$ cat src/rtl/sprite_motion_ctrl.sv
// sprite_motion_ctrl: button sync/debounce, per-frame sprite motion
// with hold-to-accelerate ramp, on-screen clamp and cursor select.
module sprite_motion_ctrl #(
  parameter int DEBOUNCE_CYCLES = 1000000,
  parameter int SCREEN_W        = 640,
  parameter int SCREEN_H        = 480,
  parameter int SPRITE_SIZE     = 50,
  parameter int INIT_X          = 50,
  parameter int INIT_Y          = 50,
  parameter int MAX_STEP        = 4,
  parameter int RAMP_FRAMES     = 8
) (
  input  logic       clk,
  input  logic       reset,
  input  logic       frame_end,
  input  logic       BTNU,
  input  logic       BTND,
  input  logic       BTNL,
  input  logic       BTNR,
  input  logic       BTNC,
  output logic [9:0] box_x,
  output logic [8:0] box_y,
  output logic       cursor_type,
  output logic       moved
);

  localparam int CW = $clog2(DEBOUNCE_CYCLES + 1);
  localparam int HW = $clog2(MAX_STEP * RAMP_FRAMES) + 1;
  localparam logic signed [11:0] X_MAX = 12'(SCREEN_W - SPRITE_SIZE);
  localparam logic signed [11:0] Y_MAX = 12'(SCREEN_H - SPRITE_SIZE);

  logic [1:0]    rst_sync;
  logic          rst_n;
  logic [5:0]    raw;
  logic [5:0]    s1;
  logic [5:0]    s2;
  logic          fe_q3;
  logic          tick;
  logic [4:0]    deb;
  logic [CW-1:0] db_cnt [5];
  logic [HW-1:0] hold_cnt;
  logic          c_q;
  logic          up;
  logic          dn;
  logic          lf;
  logic          rt;
  logic          any_dir;
  logic [11:0]   ramp;
  logic signed [11:0] step;
  logic signed [11:0] nx;
  logic signed [11:0] ny;
  logic [9:0]    x_next;
  logic [8:0]    y_next;

  assign raw = {frame_end, BTNC, BTNR, BTNL, BTND, BTNU};
  assign rst_n = rst_sync[1];
  assign up = deb[0];
  assign dn = deb[1];
  assign lf = deb[2];
  assign rt = deb[3];
  assign any_dir = |deb[3:0];

  // Reset asserts at once, releases two clocks later in clk domain
  always_ff @(posedge clk or negedge reset) begin
    if (!reset) rst_sync <= '0;
    else        rst_sync <= {rst_sync[0], 1'b1};
  end

  // Two-flop synchronisers plus registered frame_end rising edge
  always_ff @(posedge clk or negedge rst_n) begin
    if (!rst_n) begin
      s1    <= '0;
      s2    <= '0;
      fe_q3 <= 1'b0;
      tick  <= 1'b0;
    end else begin
      s1    <= raw;
      s2    <= s1;
      fe_q3 <= s2[5];
      tick  <= s2[5] & ~fe_q3;
    end
  end

  // Debounce: level follows input after a full stable window
  always_ff @(posedge clk or negedge rst_n) begin
    if (!rst_n) begin
      deb <= '0;
      for (int i = 0; i < 5; i++) db_cnt[i] <= '0;
    end else begin
      for (int i = 0; i < 5; i++) begin
        if (s2[i] == deb[i]) begin
          db_cnt[i] <= '0;
        end else if (db_cnt[i] == CW'(DEBOUNCE_CYCLES - 1)) begin
          deb[i]    <= s2[i];
          db_cnt[i] <= '0;
        end else begin
          db_cnt[i] <= db_cnt[i] + CW'(1);
        end
      end
    end
  end

  // Step size from hold time, candidate position and clamp
  always_comb begin
    ramp = 12'(hold_cnt / HW'(RAMP_FRAMES)) + 12'd1;
    step = (ramp > 12'(MAX_STEP)) ? 12'(MAX_STEP) : $signed(ramp);
    nx = $signed({2'b00, box_x});
    ny = $signed({3'b000, box_y});
    unique case (1'b1)
      (rt & ~lf): nx = nx + step;
      (lf & ~rt): nx = nx - step;
      default: ;
    endcase
    unique case (1'b1)
      (dn & ~up): ny = ny + step;
      (up & ~dn): ny = ny - step;
      default: ;
    endcase
    x_next = (nx < 12'sd0) ? '0 :
             (nx > X_MAX) ? 10'(X_MAX) : nx[9:0];
    y_next = (ny < 12'sd0) ? '0 :
             (ny > Y_MAX) ? 9'(Y_MAX) : ny[8:0];
  end

  // Per-frame position update, hold ramp and moved pulse
  always_ff @(posedge clk or negedge rst_n) begin
    if (!rst_n) begin
      box_x    <= 10'(INIT_X);
      box_y    <= 9'(INIT_Y);
      hold_cnt <= '0;
      moved    <= 1'b0;
    end else begin
      moved <= 1'b0;
      if (tick) begin
        box_x <= x_next;
        box_y <= y_next;
        moved <= (x_next != box_x) || (y_next != box_y);
        if (!any_dir)             hold_cnt <= '0;
        else if (hold_cnt != '1)  hold_cnt <= hold_cnt + HW'(1);
      end
    end
  end

  // Cursor select flips once per debounced centre press
  always_ff @(posedge clk or negedge rst_n) begin
    if (!rst_n) begin
      c_q         <= 1'b0;
      cursor_type <= 1'b0;
    end else begin
      c_q <= deb[4];
      if (deb[4] & ~c_q) cursor_type <= ~cursor_type;
    end
  end

endmodule

$ cat config.mk
export PLATFORM = sky130hd
export DESIGN_NAME = sprite_motion_ctrl
export DESIGN_NICKNAME = d
export VERILOG_FILES = /design/src/rtl/sprite_motion_ctrl.sv
export SDC_FILE = /design/constraint.sdc
export NUM_CORES = 1
export LEC_CHECK = 0
export ABC_AREA = 1
export ABC_CLOCK_PERIOD_IN_PS = 5600
export CAP_MARGIN = 20
export CELL_PAD_IN_SITES_DETAIL_PLACEMENT = 1
export CELL_PAD_IN_SITES_GLOBAL_PLACEMENT = 2
export CORE_UTILIZATION = 38
export DETAILED_ROUTE_END_ITERATION = 8
export DONT_BUFFER_PORTS = 1
export GPL_TIMING_DRIVEN = 0
export PLACE_DENSITY_LB_ADDON = 0.1
export SLEW_MARGIN = 15
export SYNTH_ARGS = -nofsm -noshare
export SYNTH_HDL_FRONTEND = slang
export SYNTH_SLANG_ARGS = --single-unit
$ cat constraint.sdc
create_clock -name clk -period 5.6 [get_ports clk]
set_input_delay 1.4 -clock clk [delete_from_list [all_inputs] [get_ports clk]]
set_output_delay 1.4 -clock clk [all_outputs]
set_load 0.05 [all_outputs]
; ---- After elaboration in Yosys (flattened, before gate mapping)
; Index checks and enable logic that the tools add are counted.
[word_totals]
ff_bits = 149
latchBits = 0
ramBits = 0
romBits = 0
in_bits = 8
out_inout_bits = 21
word_cells = 97
mem_count = 0
[classes]
addsub = 11
mul = 0
div_mod_pow = 0
n_lt_le_gt_ge = 5
eq_ne = 14
shifts = 0
mux = 20
n_bitwise = 18
reduce_logical = 8
[op_table]
columns = op, n
row1 = 20-bit 2-to-1 mux, 10
row2 = "20-bit by 1-bit adder with 20-bit output, second input constant", 5
row3 = "20-bit equality test, second input constant", 5
row4 = 12-bit one-hot mux with 2 select lines, 2
row5 = "12-bit by 1-bit less-than comparator with 1-bit output, second input constant", 2
row6 = 10-bit 2-to-1 mux, 2
row7 = 9-bit 2-to-1 mux, 2
row8 = "12-bit by 10-bit greater-than comparator with 1-bit output, second input constant", 1
row9 = "12-bit by 11-bit greater-than comparator with 1-bit output, second input constant", 1
row10 = 6-bit 2-to-1 mux, 2
row11 = 1-bit inverter, 12
row12 = 2-bit AND reduction, 6
row13 = 10-bit by 4-bit adder with 11-bit output, 1
row14 = 10-bit by 4-bit subtractor with 11-bit output, 1
row15 = 9-bit by 4-bit adder with 10-bit output, 1
row16 = 10-bit != test, 1
row17 = 9-bit by 4-bit subtractor with 10-bit output, 1
row18 = 9-bit != test, 1
row19 = "6-bit by 1-bit adder with 6-bit output, second input constant", 1
row20 = 1-bit bitwise AND, 6
row21 = "6-bit != test, second input constant", 1
row22 = 1-bit equality test, 5
row23 = "3-bit by 1-bit adder with 4-bit output, second input constant", 1
row24 = "4-bit by 3-bit greater-than comparator with 1-bit output, second input constant", 1
row25 = other kinds (5), 5

; ---- Longest topological paths before layout
[logic_depth]
depth_word = 11
ltp_mapped = 33
depth_no_buf = 33

; ---- Worst setup path before layout
; No wires, ideal clock.
[synth_timing]
path_type = reg-to-reg
startpoint = reg hold_cnt[3]
endpoint = reg moved
setup_time_ns = 0.131
arrival_time_ns = 3.175
t_required_ns = 5.469
slack_ns = 2.293
stages_incl_launch_ff = 27
n_path_buf = 1
period_less_slack_ns = 3.307
path_cell_list = dfrtp_1 > ha_1 > nand2_1 > nand3_2 > nand2_1 > inv_1 > fa_1 > nor3_1 > nor2_1 > nand2_1 > nor2_1 > nand2_1 > nand2_1 > o21ai_1 > inv_1 > a21oi_1 > nor2_1 > nand2_1 > nand2_2 > buf_6 > nand2_1 > xor2_1 > nand2_1 > nor2_1 > nand3_1 > nor2_1 > nor2_1
[synth_via]
elab_chain_cells = 11
word_cells_on_any_way = 21
cone_classes = add/sub: 5 / order compare: 5 / eq/ne: 2 / mux: 8 / reduce/logical: 1
[synth_lines]
columns = element, line_no
row1 = from (decl), 41  ; logic [HW-1:0] hold_cnt;
row2 = from (signal assigned), 139  ; else if (hold_cnt != '1) hold_cnt <= hold_cnt + HW'(1);
row3 = 3-bit by 1-bit adder with 4-bit output (*), 105  ; ramp = 12'(hold_cnt / HW'(RAMP_FRAMES)) + 12'd1;
row4 = 4-bit by 3-bit greater-than comparator with 1-bit output, 106  ; step = (ramp > 12'(MAX_STEP)) ? 12'(MAX_STEP) : $signed(ramp);
row5 = 4-bit 2-to-1 mux (*), 106
row6 = 10-bit by 4-bit subtractor with 11-bit output (tied with other cells), 111  ; (lf & ~rt): nx = nx - step;
row7 = 12-bit one-hot mux with 2 select lines (on tied branches), "109, 114"
row8 = 12-bit by 11-bit greater-than comparator with 1-bit output or 12-bit by 10-bit greater-than comparator with 1-bit output (tied branches), "120, 122"
row9 = 10-bit 2-to-1 mux or 9-bit 2-to-1 mux (tied branches), "120, 122"
row10 = 10-bit 2-to-1 mux or 9-bit 2-to-1 mux (tied branches), "119, 121"
row11 = 10-bit != test or 9-bit != test (tied branches), 137  ; moved <= (x_next != box_x) || (y_next != box_y);
row12 = 1-bit logical OR (*), 137
row13 = 1-bit 2-to-1 mux (*), 134  ; if (tick) begin
row14 = to (signal assigned), 137
row15 = to (decl), 24  ; output logic moved
; Every way passes the cells marked *; elsewhere a longest branch is shown, timed or not.
; A chain may end at the register's enable or synchronous reset.

; ---- Final worst setup path
; Ends and elaborated chain as after synthesis.

==> summary.txt <==
Drt
  – Pre-antenna DRT Iters: 4
  – Highest routed layer: met4
  – Vias per std cell: 4.98
  – Routed met2 length: 11,100 um
  – Post-DRT Antenna Nets: 0
  – Wire length per cell: 14.6 um
  – Metal-1 WL: 10,900 um
  – DR iter-0 viols: 386
  – Drt total wl: 22,800 um
  – Via Count: 7,773
  – Met3 WL post-DR: 485 um
  – Remaining DRCs: 0

STA
  – Final Max Slew Viols: 0
  – Fmax: 251 MHz
  – Min Tclk post-route: 3.98 ns
  – Worst slew pin tran: 0.861 ns
  – RSZ-0062 raised after global routing: no
  – Worst Skew: 0.0190 ns
  – Period Utilization, post-route: 71.1%
  – Slew margin rel.: 42.1%
  – Final hold violation count: 0
  – Final setup viols: 0

Cells and area
  – Final core utilization: 43.7%
  – Layout cells sized above 1: ~7.2%
  – # nets final: 1,275
  – Fin area: 10,000 um2
  – Layout area overhead: 11.3%

Clocking
  – Clk root buf: clkbuf_16
  – Worst-path clk slew: 0.07 ns
  – CTS sink cnt: 149
  – Post-CTS setup buffers: 0
  – Post_cts resized: 0
  – Post-CTS Hold Fix Bufs: 0
  – H-tree levels: 4
  – CTS tree: built
  – CTS Buf Count: 17
  – CTS max path bufs: 2
  – Clk Latency, worst-skew pair: roughly 0.43 ns

Place
  – IO Port Bufs: 0
  – Placed Area: approximately 9500 um2
  – GPL Wtd Cong: roughly 0.80
  – Placed wire-length estimate: roughly 17,000 um

Logic synthesis
  – Post-synthesis area per instance: 7.43 um2
  – Synth Flop Type: dfrtp_1
  – Mapped cell area: about 9000 um2
  – Seq/Total Area, Yosys: 41.5%
  – Synth cell types: 44
  – Ys async rst share: 100%
  – Number of flops mapped to enable cells by yosys: 0
  – #FFs+latches synth: 149
  – Yosys warnings: 0
  – Cells after Synth: 1,210

Floorplan
  – Die W: 156 um
  – Std-Cell Rows: 55
  – Core Region: 22,900 um2
  – Die ar.: around 24,000 um2
  – # IOs: 29
  – Chip height: 156 um
  – Initial Util: 39.2%

Critical path
  – Max incr delay on CP: about 0.44 ns
  – Critical path startpoint: hold_cnt[3]$_DFFE_PN0P_
  – Startpoint Class: flop
  – R2R Setup Slk: 1.62 ns
  – Worst R2R End: moved$_DFF_PN0_
  – Most frequent CP cell: nand2_1
  – Crit path required time: 5.88 ns
  – Worst flop-to-flop path startpoint: hold_cnt[3]$_DFFE_PN0P_
  – Setup CP Type: reg2reg
  – Max FO, Critical Path: 10
  – Critical Path AT: roughly 4.3 ns
  – R2R depth: 26
  – CP max stage cell: dfrtp_1
  – Setup crit end kind: flop
  – CP endpoint: moved$_DFF_PN0_

GRT
  – Grt total ovfl: 0
  – Largest net degree at the start of global routing: 57
  – Global Route Usage Sum: 20.2%
  – First-pass GRT wire length: 39,300 um
  – Initial antenna violation count: 1
  – Vias in the first global route: 7,983

Hold path
  – Hold Path Class: reg2reg

Pwr
  – Leak pwr: 4.49 nW
  – P per Cell Area: around 270 nW/um2
  – VDD IR max: ~0.18 mV
  – Power Total: 2.70 mW

Run
  – Max-cap violations: 0

Status
  – Status: finished clean
-- cells by family (layout without fill, tap and decap cells) --
logic type / count (synthesis) / count (layout) / synth area share [%]
other: 2 / 6 / 0.0835
buffers and inverters: 212 / 246 / 9.16
AO/OA/AOI/OAI: 124 / 124 / 7.42
XOR/XNOR: 31 / 31 / 3.02
multiplexers: 4 / 4 / 0.501
AND/OR/NAND/NOR: 655 / 655 / 33.5
flip-flops: 149 / 149 / 41.5
adder cells (fa/ha/maj): 33 / 33 / 4.76
-- through the flow --
stage               hold WS (ns)  TNS (ns)  instances  setup slack (ns)
floorplan                  0.331         0       1213              1.15
global placement           0.333   -125.97       1526            -0.907
detailed placement         0.336         0       1528              1.61
CTS                        0.352         0       1560              1.58
global route               0.355         0       1560              1.15
finish                     0.349         0       1561              1.62
-- power by group --
part / leakage (nW) / switching, mW / internal, mW / total [mW]
Clock: 0.269 / 0.487 / 0.619 / 1.11
Combinational: 2.22 / 0.242 / 0.117 / 0.358
Sequential: 2.00 / 0.125 / 1.11 / 1.24
Total: 4.49 / 0.853 / 1.85 / 2.70
-- cells in the final DEF (no fill, tap or decap), types with 5 or more instances in the layout --
cell	netlist	layout
a21oi_1	52	52
clkbuf_1	14	16
clkbuf_16	0	17
conb_1	2	5
dfrtp_1	143	142
dfstp_2	6	6
ha_1	31	31
inv_1	182	182
inv_2	5	5
inv_6	0	6
nand2_1	222	222
nand2_2	16	16
nand3_1	99	99
nand3_2	6	6
nand4_1	34	34
nor2_1	169	169
nor3_1	56	56
nor3_2	5	5
nor3b_1	26	26
nor4_1	9	9
o21a_1	5	5
o21ai_0	50	50
xnor2_1	12	12
xor2_1	19	19
-- how the worst min path moves through the flow --
stage / from / end / cells after the start
4_1_cts: s1[4]$_DFF_PN0_ / s2[4]$_DFF_PN0_ / 0
3_3_place_gp: s1[0]$_DFF_PN0_ / s2[0]$_DFF_PN0_ / 0
3_5_place_dp: s1[4]$_DFF_PN0_ / s2[4]$_DFF_PN0_ / 0
6_report: s1[4]$_DFF_PN0_ / s2[4]$_DFF_PN0_ / 0
2_1_floorplan: rst_sync[0]$_DFF_PN0_ / rst_sync[1]$_DFF_PN0_ / 0
5_1_grt: s1[4]$_DFF_PN0_ / s2[4]$_DFF_PN0_ / 0
-- registers in the layout, indices dropped and copies added (netlist names) --
register,flops
s1,6
c_q,1
cursor_type,1
box_x,10
deb,5
db_cnt,100
hold_cnt,6
rst_sync,2
box_y,9
fe_q3,1
moved,1
tick,1
s2,6
-- critical path, delay by kind of cell (launching register included) --
kind                     cells  cell delay (ns)
flip-flops                   1             0.44
XOR/XNOR                     1             0.17
AO/OA/AOI/OAI                2             0.41
buffers and inverters        3             0.30
adder cells (fa/ha/maj)      2             0.68
AND/OR/NAND/NOR             18             1.84
-- cell type report --
class	instances	area, um2
clock inverters	13	121
flip-flops and latches	149	3740
well taps	313	392
inverters	190	713
fillers	2936	12900
repair buffers	2	55.1
diodes	1	2.50
plain buffers	22	110
multi-input cells	852	4440
clock buffers	19	433
-- cells in the mapped netlist, drive strengths merged (14+ instances only) --
library cell,count,area (um2)
o21ai,52,260
nand3,105,556
a21oi,52,260
inv,187,702
nor3,61,330
nor2,171,652
dfrtp,143,3580
nor3b,27,208
xor2,19,166
ha,31,388
nand4,34,213
clkbuf,14,52.6
nand2,238,933
-- layer usage --
metal  vias to the layer above  track usage, %
met2                        60            35.1
met1                      3749            26.2
met3                        19            3.17
li1                       3945               -
met5                         -               0
met4                         0            5.09
No activity file was read; power rests on OpenSTA's default activity.
